`src/rtl/tile_loop_scheduler_pkg.sv`:
```
// Shared definitions for the tile loop scheduler and its tile counter.
package tile_loop_scheduler_pkg;

  localparam int CNT_W_DEF  = 16;
  localparam int ADDR_W_DEF = 32;

  typedef enum logic [2:0] {
    S_IDLE    = 3'd0,
    S_ISSUE   = 3'd1,
    S_RELEASE = 3'd2,
    S_ADVANCE = 3'd3,
    S_DONE    = 3'd4
  } state_t;

  // Core controller handshake levels (all active-high).
  localparam logic CORE_START_ON  = 1'b1;
  localparam logic CORE_START_OFF = 1'b0;
  localparam logic CORE_DONE_ACT  = 1'b1;
  localparam logic CORE_IDLE_ACT  = 1'b1;

  // True while a tile is owned by the scheduler (issued and not yet retired).
  function automatic logic tile_active(input state_t s);
    return (s == S_ISSUE) || (s == S_RELEASE) || (s == S_ADVANCE);
  endfunction

endpackage

```
`src/rtl/tile_loop_scheduler_counter.sv`:
```
// Nested tile counter: k is the inner loop, n increments when k wraps.
module tile_counter_2d
  import tile_loop_scheduler_pkg::*;
#(
  parameter int CNT_W = CNT_W_DEF
) (
  input  logic             clk,
  input  logic             rst_n,
  input  logic             clear,
  input  logic             step,
  input  logic [CNT_W-1:0] n_tiles,
  input  logic [CNT_W-1:0] k_tiles,
  output logic [CNT_W-1:0] n_idx,
  output logic [CNT_W-1:0] k_idx,
  output logic             first_k,
  output logic             last_k,
  output logic             wrap
);

  logic last_n;

  assign first_k = (k_idx == '0);
  assign last_k  = (k_idx == k_tiles - CNT_W'(1));
  assign last_n  = (n_idx == n_tiles - CNT_W'(1));
  // Terminal count: the current tile is the last of the whole 2D loop.
  assign wrap    = last_k && last_n;

  // Index registers: cleared on reset or layer start, stepped once per retired tile.
  always_ff @(posedge clk) begin
    if (!rst_n || clear) begin
      n_idx <= '0;
      k_idx <= '0;
    end else if (step) begin
      if (last_k) begin
        k_idx <= '0;
        n_idx <= n_idx + CNT_W'(1);
      end else begin
        k_idx <= k_idx + CNT_W'(1);
      end
    end
  end

endmodule

```
`src/rtl/tile_loop_scheduler.sv`:
```
// Layer-level sequencer: issues one core start per (n, k) tile and reports
// a single busy/done/err status for the whole layer.
module tile_loop_scheduler
  import tile_loop_scheduler_pkg::*;
#(
  parameter int CNT_W  = CNT_W_DEF,
  parameter int ADDR_W = ADDR_W_DEF
) (
  input  logic              clk,
  input  logic              rst_n,
  input  logic              cfg_start,
  input  logic              cfg_abort,
  input  logic [CNT_W-1:0]  cfg_n_tiles,
  input  logic [CNT_W-1:0]  cfg_k_tiles,
  input  logic [ADDR_W-1:0] cfg_w_base,
  input  logic [ADDR_W-1:0] cfg_w_stride,
  output logic              sched_idle,
  output logic              sched_done,
  output logic              sched_err,
  output logic              core_start,
  input  logic              core_done,
  input  logic              core_idle,
  output logic [ADDR_W-1:0] core_w_addr,
  output logic              core_acc_clear,
  output logic              core_acc_last,
  output logic [CNT_W-1:0]  n_idx,
  output logic [CNT_W-1:0]  k_idx
);

  state_t            state, state_nx;
  logic [CNT_W-1:0]  n_tiles_q, k_tiles_q;
  logic [ADDR_W-1:0] stride_q, addr_q;
  logic              abort_pend;
  logic              start_acc, zero_cnt, step, set_err;
  logic              first_k, last_k, last_tile;

  assign zero_cnt = (cfg_n_tiles == '0) || (cfg_k_tiles == '0);

  tile_counter_2d #(.CNT_W(CNT_W)) u_cnt (
    .clk     (clk),
    .rst_n   (rst_n),
    .clear   (start_acc),
    .step    (step),
    .n_tiles (n_tiles_q),
    .k_tiles (k_tiles_q),
    .n_idx   (n_idx),
    .k_idx   (k_idx),
    .first_k (first_k),
    .last_k  (last_k),
    .wrap    (last_tile)
  );

  // State register; reset returns to IDLE immediately, dropping core_start.
  always_ff @(posedge clk) begin
    if (!rst_n) state <= S_IDLE;
    else        state <= state_nx;
  end

  // Next-state and handshake decode.
  always_comb begin
    state_nx   = state;
    core_start = CORE_START_OFF;
    sched_idle = 1'b0;
    sched_done = 1'b0;
    start_acc  = 1'b0;
    step       = 1'b0;
    set_err    = 1'b0;
    case (state)
      S_IDLE: begin
        sched_idle = 1'b1;
        if (cfg_start) begin
          start_acc = 1'b1;
          state_nx  = zero_cnt ? S_DONE : S_ISSUE;
        end
      end
      S_ISSUE: begin
        core_start = CORE_START_ON;
        if (core_done == CORE_DONE_ACT) state_nx = S_RELEASE;
      end
      S_RELEASE: begin
        if (core_idle == CORE_IDLE_ACT) state_nx = S_ADVANCE;
      end
      S_ADVANCE: begin
        if (abort_pend || cfg_abort) begin
          set_err  = 1'b1;
          state_nx = S_DONE;
        end else if (last_tile) begin
          state_nx = S_DONE;
        end else begin
          step     = 1'b1;
          state_nx = S_ISSUE;
        end
      end
      S_DONE: begin
        sched_done = 1'b1;
        state_nx   = S_IDLE;
      end
      default: state_nx = S_IDLE;
    endcase
  end

  // Layer bounds latched at start so later cfg_* changes have no effect.
  always_ff @(posedge clk) begin
    if (!rst_n) begin
      n_tiles_q <= '0;
      k_tiles_q <= '0;
      stride_q  <= '0;
    end else if (start_acc) begin
      n_tiles_q <= cfg_n_tiles;
      k_tiles_q <= cfg_k_tiles;
      stride_q  <= cfg_w_stride;
    end
  end

  // Weight address accumulator; wraps modulo 2^ADDR_W without flagging.
  always_ff @(posedge clk) begin
    if (!rst_n)         addr_q <= '0;
    else if (start_acc) addr_q <= cfg_w_base;
    else if (step)      addr_q <= addr_q + stride_q;
  end

  // Abort is only recorded here; it takes effect at the next tile boundary.
  always_ff @(posedge clk) begin
    if (!rst_n)                                abort_pend <= 1'b0;
    else if (start_acc)                        abort_pend <= 1'b0;
    else if (cfg_abort && tile_active(state))  abort_pend <= 1'b1;
  end

  // Sticky error: zero-count layer or honoured abort; cleared by the next start.
  always_ff @(posedge clk) begin
    if (!rst_n)         sched_err <= 1'b0;
    else if (start_acc) sched_err <= zero_cnt;
    else if (set_err)   sched_err <= 1'b1;
  end

  assign core_w_addr    = addr_q;
  assign core_acc_clear = tile_active(state) && first_k;
  assign core_acc_last  = tile_active(state) && last_k;

endmodule

```
`config.mk`:
```
export PLATFORM = sky130hd
export DESIGN_NAME = tile_loop_scheduler
export DESIGN_NICKNAME = d
export VERILOG_FILES = /design/src/rtl/tile_loop_scheduler_pkg.sv /design/src/rtl/tile_loop_scheduler_counter.sv /design/src/rtl/tile_loop_scheduler.sv
export SDC_FILE = /design/constraint.sdc
export NUM_CORES = 1
export LEC_CHECK = 0
export ABC_AREA = 1
export ABC_CLOCK_PERIOD_IN_PS = 2100
export BUFFER_PORTS_ARGS = -buffer_cell sky130_fd_sc_hd__buf_2
export CORE_ASPECT_RATIO = 0.7
export CORE_UTILIZATION = 44
export DETAILED_ROUTE_END_ITERATION = 16
export PLACE_DENSITY = 0.73
export SYNTH_ARGS = -nofsm -noshare
export SYNTH_HDL_FRONTEND = slang
export SYNTH_SLANG_ARGS = --single-unit
```
`constraint.sdc`:
```
create_clock -name clk -period 2.1 [get_ports clk]
set_input_delay 0.525 -clock clk [delete_from_list [all_inputs] [get_ports clk]]
set_output_delay 0.525 -clock clk [all_outputs]
set_load 0.03 [all_outputs]
```
==> flow_metrics.tcl, run 1 <==
set metrics [dict create \
    status "finished with violations" \
    violations "negative setup slack" \
    critical_path.top_delay_family "simple AND/OR/NAND/NOR gates" \
    hold_depth 3 \
    coreArea_um2 20700 \
    vias_per_cell 5.25 \
    cts_buffers 17 \
    yosys_warnings 0 \
    vias 10987 \
    synthXorXnorAreaFrac 0.0748 \
    fp.dieW_um 176 \
    cp-end-kind "output port" \
    r2r_cells 20 \
    power_density_nw_per_um2 823 \
    rsz0062_at_grt "yes" \
    worst_r2r_endpoint "core_w_addr[15]" \
    yosysSeqAreaShare 0.286 \
    clock_latency_ns 0.44 \
    r2r_slack_ns -0.82 \
    crit_type "reg2out" \
    worst-slew-pin-transition_ns 0.535 \
    crit_slowest_cell "dfxtp_2" \
    multiInputGateArea_um2 6380 \
    place_area_um2 12000 \
    worstPathMaxFanout 3 \
    synthCells 1445 \
    whs_endpoint "stride_q[12]" \
    clock-root-buffer "clkbuf_16" \
    grt_pass1_wl_um 50200 \
    start_util 0.449 \
    clockBufferDepth 2 \
    die_height_um 124 \
    cp_num_buf_inv 5 \
    finalPower_mw 11.1 \
    grt_overflow_total 0 \
    cp.required_ns 1.57 \
    min_from "cfg_w_stride[12]" \
    grt_usage 0.296 \
    setup_tns_ns -45.87 \
    synth_edf_count 0 \
    cpMostUsedCell "buf_6" \
    synthTopCellsByArea "dfxtp_1 (29%), nand2_1 (16%), a21oi_1 (7.0%), nor2_1 (6.6%), inv_1 (4.9%)" \
    path_clk_slew_ns 0.07 \
    dr.pass1.iters 5 \
    drv_slew 0 \
    cts.sinks 133 \
    yosys.area_share.simple 0.366 \
    ys_seq_elements 133 \
    yosys.area.top_type_share 0.286 \
    cap_viol_max_count 0 \
    irDropWorstVdd_mv 0.596 \
    power.leakage_nw 6.61 \
    final_cell_area_um2 13400 \
    dp_slack_ns -0.552 \
    wl_um 32400 \
    htree_levels 4 \
    max_stage_delay_ns 0.35 \
    setup_viol 68 \
    crit_arrival_ns 2.45 \
    synth-async-reset-ratio 0 \
    place_inst 2039 \
    syn-cell-area_um2 9300 \
    ios 172 \
    max_slew_margin 0.644 \
    antenna_found_initial 0 \
    fin_skew_ns 0.0160 \
    finalHoldViolations 0 \
    dp_hpwl_um 22800 \
    antenna_left 0 \
    portBuffers 171 \
    synthMuxAreaShare 0 \
    synthTopCellsByCount "nand2_1 (405), nor2_1 (164), dfxtp_1 (133)" \
    synth_cell_types 43 \
    grt_max_degree 87 \
    synth_area_per_cell_um2 6.44 \
    min_path_type "in2reg" \
    synthToLayoutAreaGrowth_pct 44.4 \
    synth_nets 1584 \
    synth_top_area_cell "dfxtp_1" \
    grt_pass1_vias 9990 \
    r2r-start "k_tiles_q[0]" \
    yosysMostFrequentCell "nand2_1" \
    critPathLaunchType "flip-flop" \
    layout_min_cycle_time_ns 2.97 \
    synth-main-ff-cell "dfxtp_1" \
    drive_gt1_frac 0.332 \
    synth_compound_area_frac 0.140 \
    drc 0 \
    std_cell_rows 44 \
    synth_top_family_by_area "simple AND/OR/NAND/NOR gates" \
    ff_latch_area_um2 2690 \
    fin_crit_sh 1.42 \
    dieArea_um2 21700 \
    tritoncts "done" \
    nets 1944 \
    n_fill_cell 1820 \
    max_freq_ghz 0.336 \
    instances_no_fill 2094 \
    n_antenna_cell 0 \
    wl_per_cell_um 15.5 \
    crit_chain "inv_4 > ha_4 > buf_4 > buf_6 > xnor2_4 > xor2_2 > inv_1 > nand3_1 > nor4_2 > nand3_2 > nor4_4 > buf_6" \
    fin_ws_ns -0.874 \
    synthAdderAreaFrac 0.0506 \
    drt_iter0_drc 935 \
    gp_congestion 0.961 \
]
-- registers in the layout (all words and copies together), names as in the netlist --
signal / count
abort_pend: 1
k_tiles_q: 16
u_cnt.k_idx: 16
stride_q: 32
sched_err: 1
u_cnt.n_idx: 16
core_w_addr: 32
state: 3
n_tiles_q: 16
-- layout by cell type, fill, tap and decap left out, types with 32 or more instances in the layout --
cell / netlist / layout
xor2_1: 44 / 43
dfxtp_1: 133 / 115
nor2_1: 164 / 148
buf_4: 1 / 190
o21ai_0: 71 / 67
nand3b_1: 36 / 36
a21oi_2: 14 / 32
nand2_1: 405 / 375
a21oi_1: 130 / 112
buf_2: 7 / 168
nand3_1: 61 / 48
inv_1: 122 / 114
ha_1: 36 / 34
-- cells by family after synthesis --
family / count (synthesis)
AOI/OAI and AO/OA: 238
DFF: 133
xor gates and xnor gates: 77
adders and majority gates: 37
buffers and inverters: 186
and+or+nand+nor: 774
-- worst max path at each step --
stage | startpoint | to | depth (start not counted)
after floorplan | k_tiles_q[0] | core_acc_last | 10
after global placement | k_tiles_q[1] | core_acc_last | 11
after detailed placement | k_tiles_q[1] | core_acc_last | 11
after CTS | k_tiles_q[1] | core_acc_last | 11
after global routing | k_tiles_q[1] | core_acc_last | 11
final | k_tiles_q[0] | core_acc_last | 12
-- layer usage --
layer | GRT usage | vias up | routed length (um)
met3 | 0.0650 | 46 | 2740
met4 | 0.103 | 0 | 578
met1 | 0.428 | 5039 | 15900
li1 | - | 5440 | -
met2 | 0.430 | 462 | 13300
met5 | 0 | - | 0
-- where the power goes --
part	switching, mW	internal, mW
Clock	1.24	1.68
Sequential	0.264	2.86
Combinational	2.86	2.15
Total	4.37	6.69
-- stage by stage --
step / hold WS, ns / utilization
final: 0.323 / 0.649
after global routing: 0.334 / 0.649
after CTS: 0.313 / 0.636
after floorplan: 0.426 / -
after global placement: 0.434 / 0.578
after detailed placement: 0.437 / 0.578
-- worst reg2reg max path, cell delays in order (launching register included) --
cell      delay, ns
dfxtp_2        0.35
inv_4          0.04
ha_4           0.17
buf_4          0.14
buf_6          0.12
xnor2_4        0.12
xor2_2         0.16
buf_4          0.14
buf_4          0.12
buf_4          0.13
nor3_4         0.18
nand3_2        0.12
nor2_4         0.17
nand3_2        0.14
nand3_4        0.17
buf_6          0.15
buf_12         0.12
buf_16         0.12
nand3b_1       0.07
nand2_1        0.08
nor2_1         0.04
-- repair_timing --
item,CTS,global route
hold buffers,0,0
pin swaps,13,47
resized for setup,58,104
buffers inserted,14,9
endpoints found under the setup margin,68,69
gates cloned,11,0
-- final cells by class --
type | instances | share of cell area
timing repair inverter | 1 | 0.000559
clock buffer | 23 | 0.0372
inverter | 131 | 0.0380
clock inverter | 9 | 0.00503
timing repair buffer | 395 | 0.218
multi-input combinational | 1126 | 0.475
tap | 276 | 0.0257
sequential | 133 | 0.200
(Power assumes the default switching activity.)
==> run 2, diff against run 1 <==
- CELL_PAD_IN_SITES_DETAIL_PLACEMENT: unset -> 1
- CELL_PAD_IN_SITES_GLOBAL_PLACEMENT: unset -> 1
- CORE_UTILIZATION: 44 -> 36
- PLACE_DENSITY: 0.73 -> 0.83
==> run 2 against run 1 <==
  * The flow still finishes with violations (negative setup slack)
  * Power rose by 14%
  * Die area rose by 22%
  * Final area rose by 7.1%
  * Register-to-register slack improved by 0.02 ns
  * Setup slack got worse by 0.20 ns
  * Worst hold slack got worse by 0.0078 ns
  * Utilization fell by 7.3 points
==> flow_metrics.tcl, run 2 (synthesis results as in run 1) <==
set metrics [dict create \
    finalPower_mw 12.6 \
    power_density_nw_per_um2 879 \
    cp-startpoint "k_tiles_q[0]" \
    cpMostUsedCell "nor4_4" \
    power.leakage_nw 7.23 \
    fin_skew_ns 0.0140 \
    std_cell_rows 48 \
    vias 12152 \
    max_freq_ghz 0.315 \
    grt_overflow_total 0 \
    cts_buffers 17 \
    finalHoldViolations 0 \
    drive_gt1_frac 0.374 \
    instances_no_fill 2188 \
    fp.dieW_um 194 \
    n_antenna_cell 0 \
    clock_latency_ns 0.45 \
    worst_r2r_endpoint "u_cnt.k_idx[1]" \
    crit_chain "inv_4 > ha_4 > or2_2 > nand4_1 > nor2_2 > nand2_2 > nor4_4 > nand3_2 > nor4_4 > buf_6" \
    drv_slew 0 \
    coreArea_um2 25000 \
    r2r-start "k_tiles_q[1]" \
    drc 0 \
    wl_um 46500 \
    setup_viol 68 \
    vias_per_cell 5.55 \
    rsz0062_at_grt "yes" \
    critPathLaunchType "flip-flop" \
    place_inst 2119 \
    min_path_type "in2reg" \
    status "finished with violations" \
    grt_max_degree 57 \
    irDropWorstVdd_mv 0.665 \
    cp-end-kind "output port" \
    portBuffers 171 \
    gp_congestion 0.895 \
    dr.pass1.iters 7 \
    clock-root-buffer "clkbuf_16" \
    grt_pass1_wl_um 67500 \
    drt_iter0_drc 968 \
    worst-slew-pin-transition_ns 0.674 \
    ios 172 \
    synthToLayoutAreaGrowth_pct 54.7 \
    worstPathMaxFanout 2 \
    grt_usage 0.329 \
    cap_viol_max_count 0 \
    crit_slowest_cell "dfxtp_2" \
    r2r_slack_ns -0.80 \
    dp_hpwl_um 28700 \
    die_height_um 136 \
    start_util 0.372 \
    final_common_cell "nand2_1" \
    htree_levels 4 \
    final_cell_mix "nand2_1 (355), buf_4 (217), buf_2 (168)" \
    tritoncts "done" \
    nets 1989 \
    fin_ws_ns -1.07 \
    crit_type "reg2out" \
    violations "negative setup slack" \
    max_stage_delay_ns 0.36 \
    antenna_left 0 \
    layout_min_cycle_time_ns 3.17 \
    path_clk_slew_ns 0.07 \
    cp.required_ns 1.57 \
    cp-endpoint "core_acc_last" \
    crit_arrival_ns 2.65 \
    wl_per_cell_um 21.3 \
    dieArea_um2 26500 \
    cts.sinks 133 \
    clockBufferDepth 2 \
    r2r_cells 19 \
    max_slew_margin 0.546 \
    antenna_found_initial 1 \
    fin_crit_sh 1.51 \
    grt_pass1_vias 12343 \
]
[run 2: where the power goes]
| part | leakage, nW | switching (mW) | internal [mW] |
|---|---|---|---|
| Sequential | 1.10 | 0.282 | 2.86 |
| Combinational | 5.81 | 3.53 | 2.44 |
| Clock | 0.316 | 1.37 | 2.16 |
| Total | 7.23 | 5.18 | 7.46 |
[run 2: what timing repair did]
action,4_1_cts,5_1_grt
cloned,14,0
hold buffers,0,0
setup buffers,26,7
setup endpoints to repair,69,70
resized for setup,112,122
pin swaps,25,51
[run 2: critical path: cells and delay by family, from the launching register on]
family | cells | cell delay (ns)
buffers and inverters | 2 | 0.22
and+or+nand+nor | 7 | 1.37
adders and majority gates | 1 | 0.25
DFF | 1 | 0.36
[run 2: worst min path at each step]
stage	end	depth (start not counted)	slack (ns)	from
CTS	stride_q[19]	3	0.31	cfg_w_stride[19]
finish	stride_q[19]	3	0.32	cfg_w_stride[19]
detailed placement	abort_pend	2	0.45	abort_pend
floorplan	abort_pend	2	0.43	abort_pend
global route	stride_q[21]	3	0.33	cfg_w_stride[21]
global placement	abort_pend	2	0.43	abort_pend
[run 2: per-layer routing]
layer  GRT usage  routed length (um)  vias up
met2       0.549               21600      531
li1            -                   -     5518
met4       0.107                1410        2
met5           0                  13        -
met3      0.0719                3280      129
met1       0.424               20200     5972
[run 2: through the flow]
step | TNS [ns] | instance area [um2] | utilization | hold slack, ns | setup WS [ns]
floorplan | -0.394 | 9400 | - | 0.426 | -0.370
global placement | -15.35 | 12300 | 0.493 | 0.433 | -0.510
detailed placement | -23.85 | 12300 | 0.493 | 0.454 | -0.542
CTS | -40.86 | 14100 | 0.563 | 0.310 | -0.903
global route | -49.93 | 14400 | 0.576 | 0.327 | -1.12
finish | -46.09 | 14400 | 0.576 | 0.315 | -1.07
[run 2: final cells by class]
| class | count | area, um2 |
|---|---|---|
| well taps | 325 | 407 |
| fillers | 3218 | 10600 |
| inverters | 131 | 509 |
| clock inverters | 10 | 166 |
| clock buffers | 22 | 494 |
| flip-flops and latches | 133 | 2690 |
| multi-input cells | 1126 | 6630 |
| repair inverters | 1 | 7.51 |
| repair buffers | 440 | 3480 |
==> run 3, diff against run 2 <==
- CORE_ASPECT_RATIO: 0.7 -> 1.1
==> run 3 against run 2 <==
  * The flow still finishes with violations (negative setup slack)
  * Clock skew grew 0.0047 ns
  * Final area fell by 2.7%
  * Sequential power about the same
  * Critical path type unchanged
==> flow_metrics.tcl, run 3 (synthesis results as in run 1) <==
set metrics [dict create \
    status "finished with violations" \
    violations "negative setup slack" \
    final_common_cell "nand2_1" \
    finalHoldViolations 0 \
    rsz0062_at_grt "yes" \
    power_density_nw_per_um2 872 \
    cp-end-kind "output port" \
    post-route-util 0.552 \
    layout_min_cycle_time_ns 3.01 \
    drive_gt1_frac 0.349 \
    gr-usage-met2 0.564 \
    finalPower_mw 12.2 \
    whs_ns 0.328 \
    std_cell_rows 61 \
    cts_buffers 17 \
    grt_overflow_total 0 \
    synthToLayoutAreaGrowth_pct 50.4 \
    critPathLaunchType "flip-flop" \
    cts_hold_buf 0 \
    worstPathMaxFanout 3 \
    clockBufferDepth 2 \
    dieArea_um2 26500 \
    wl_um 45600 \
    antenna_left 0 \
    vias 11990 \
    max_slew_margin 0.639 \
    die_height_um 171 \
    fin_ws_ns -0.910 \
    setup_viol 71 \
    htree_levels 4 \
    n_fill_cell 3331 \
    drc 0 \
    wl_per_cell_um 20.9 \
    grt_pass1_wl_um 62400 \
    final_cell_mix "nand2_1 (368), buf_4 (200), buf_2 (169)" \
    cap_viol_max_count 0 \
    dr.pass1.iters 5 \
    n_antenna_cell 0 \
    drt_iter0_drc 897 \
    fin_crit_sh 1.43 \
    ios 172 \
    min_path_type "in2reg" \
    vias_per_cell 5.50 \
    path_clk_slew_ns 0.07 \
    dp_hpwl_um 26800 \
    gp_congestion 0.930 \
    coreArea_um2 25300 \
    antenna_found_initial 1 \
    clock_latency_ns 0.44 \
    portBuffers 171 \
    grt_max_degree 56 \
    power.leakage_nw 6.85 \
    grt.met3_usage 0.0441 \
    crit_type "reg2out" \
    max_freq_ghz 0.332 \
    top_usage_layer "met2" \
    clock-root-buffer "clkbuf_16" \
    start_util 0.367 \
    cp.required_ns 1.57 \
    grt_usage 0.300 \
    fin_skew_ns 0.0187 \
    irDropWorstVdd_mv 0.528 \
    cts.sinks 133 \
    drv_slew 0 \
    nets 1961 \
    worst-slew-pin-transition_ns 0.535 \
    crit_arrival_ns 2.49 \
    tritoncts "done" \
    fp.dieW_um 155 \
    use_met1 0.331 \
    grt_pass1_vias 12074 \
]
## run 3: changes by cell type in the layout (fill, tap and decap cells not counted), sizes merged
cell and delta:
bufinv -1, clkinvlp -3, bufbuf -1, buf -32, inv +1, clkbuf +5
clkinv +3
## run 3: area by class of cell
| class | count | area, um2 | area share |
|---|---|---|---|
| multi-input combinational | 1126 | 6590 | 0.471 |
| clock inverter | 10 | 143 | 0.0102 |
| clock buffer | 22 | 495 | 0.0354 |
| timing repair buffer | 412 | 3130 | 0.224 |
| inverter | 131 | 505 | 0.0361 |
| sequential | 133 | 2690 | 0.192 |
| timing repair inverter | 1 | 7.51 | 0.000537 |
| tap | 346 | 433 | 0.0309 |
## run 3: final timing paths
| path | startpoint | endpoint | slack [ns] | cells past startpoint |
|---|---|---|---|---|
| setup / recovery | k_tiles_q[0] | core_acc_last | -0.91 | 11 |
| hold / removal | cfg_w_stride[12] | stride_q[12] | 0.33 | 3 |
| setup reg to reg | k_tiles_q[0] | u_cnt.k_idx[1] | -0.64 | 22 |
| hold reg to reg | abort_pend | abort_pend | 0.47 | 2 |
## run 3: worst max-delay path: stages, from the launching register on
cell	delay [ns]
dfxtp_2	0.36
inv_4	0.05
ha_4	0.18
buf_6	0.13
xnor2_4	0.12
xor2_2	0.16
inv_1	0.08
nand3_2	0.13
nor4_4	0.30
nand3_2	0.14
nor4_4	0.20
buf_4	0.21
## run 3: per-stage QoR
stage | setup WS [ns] | cells | TNS [ns] | cell area, um2
after floorplan | -0.370 | 1445 | -0.394 | 9400
after global placement | -0.440 | 2118 | -16.35 | 12100
after detailed placement | -0.497 | 2118 | -23.16 | 12100
after CTS | -0.788 | 2170 | -24.76 | 13200
after global routing | -1.01 | 2181 | -42.20 | 14000
final | -0.910 | 2181 | -34.30 | 14000
## run 3: timing repair
action                     4_1_cts  5_1_grt
cloned                           5        6
buffers inserted                15        8
setup endpoints to repair       69       70
resized for setup               36      154
pin swaps                        6       60
## run 3: metal layers
layer	share of wire	wire length (um)
met3	0.055	2500
met1	0.37	17000
met5	0.00024	11
met4	0.059	2670
met2	0.51	23400
## run 3: power breakdown
part | internal, mW | switching [mW] | leakage, nW | total [mW]
registers | 2.86 | 0.290 | 1.10 | 3.15
clock network | 2.04 | 1.34 | 0.312 | 3.38
logic | 2.24 | 3.43 | 5.44 | 5.67
total | 7.15 | 5.06 | 6.85 | 12.2
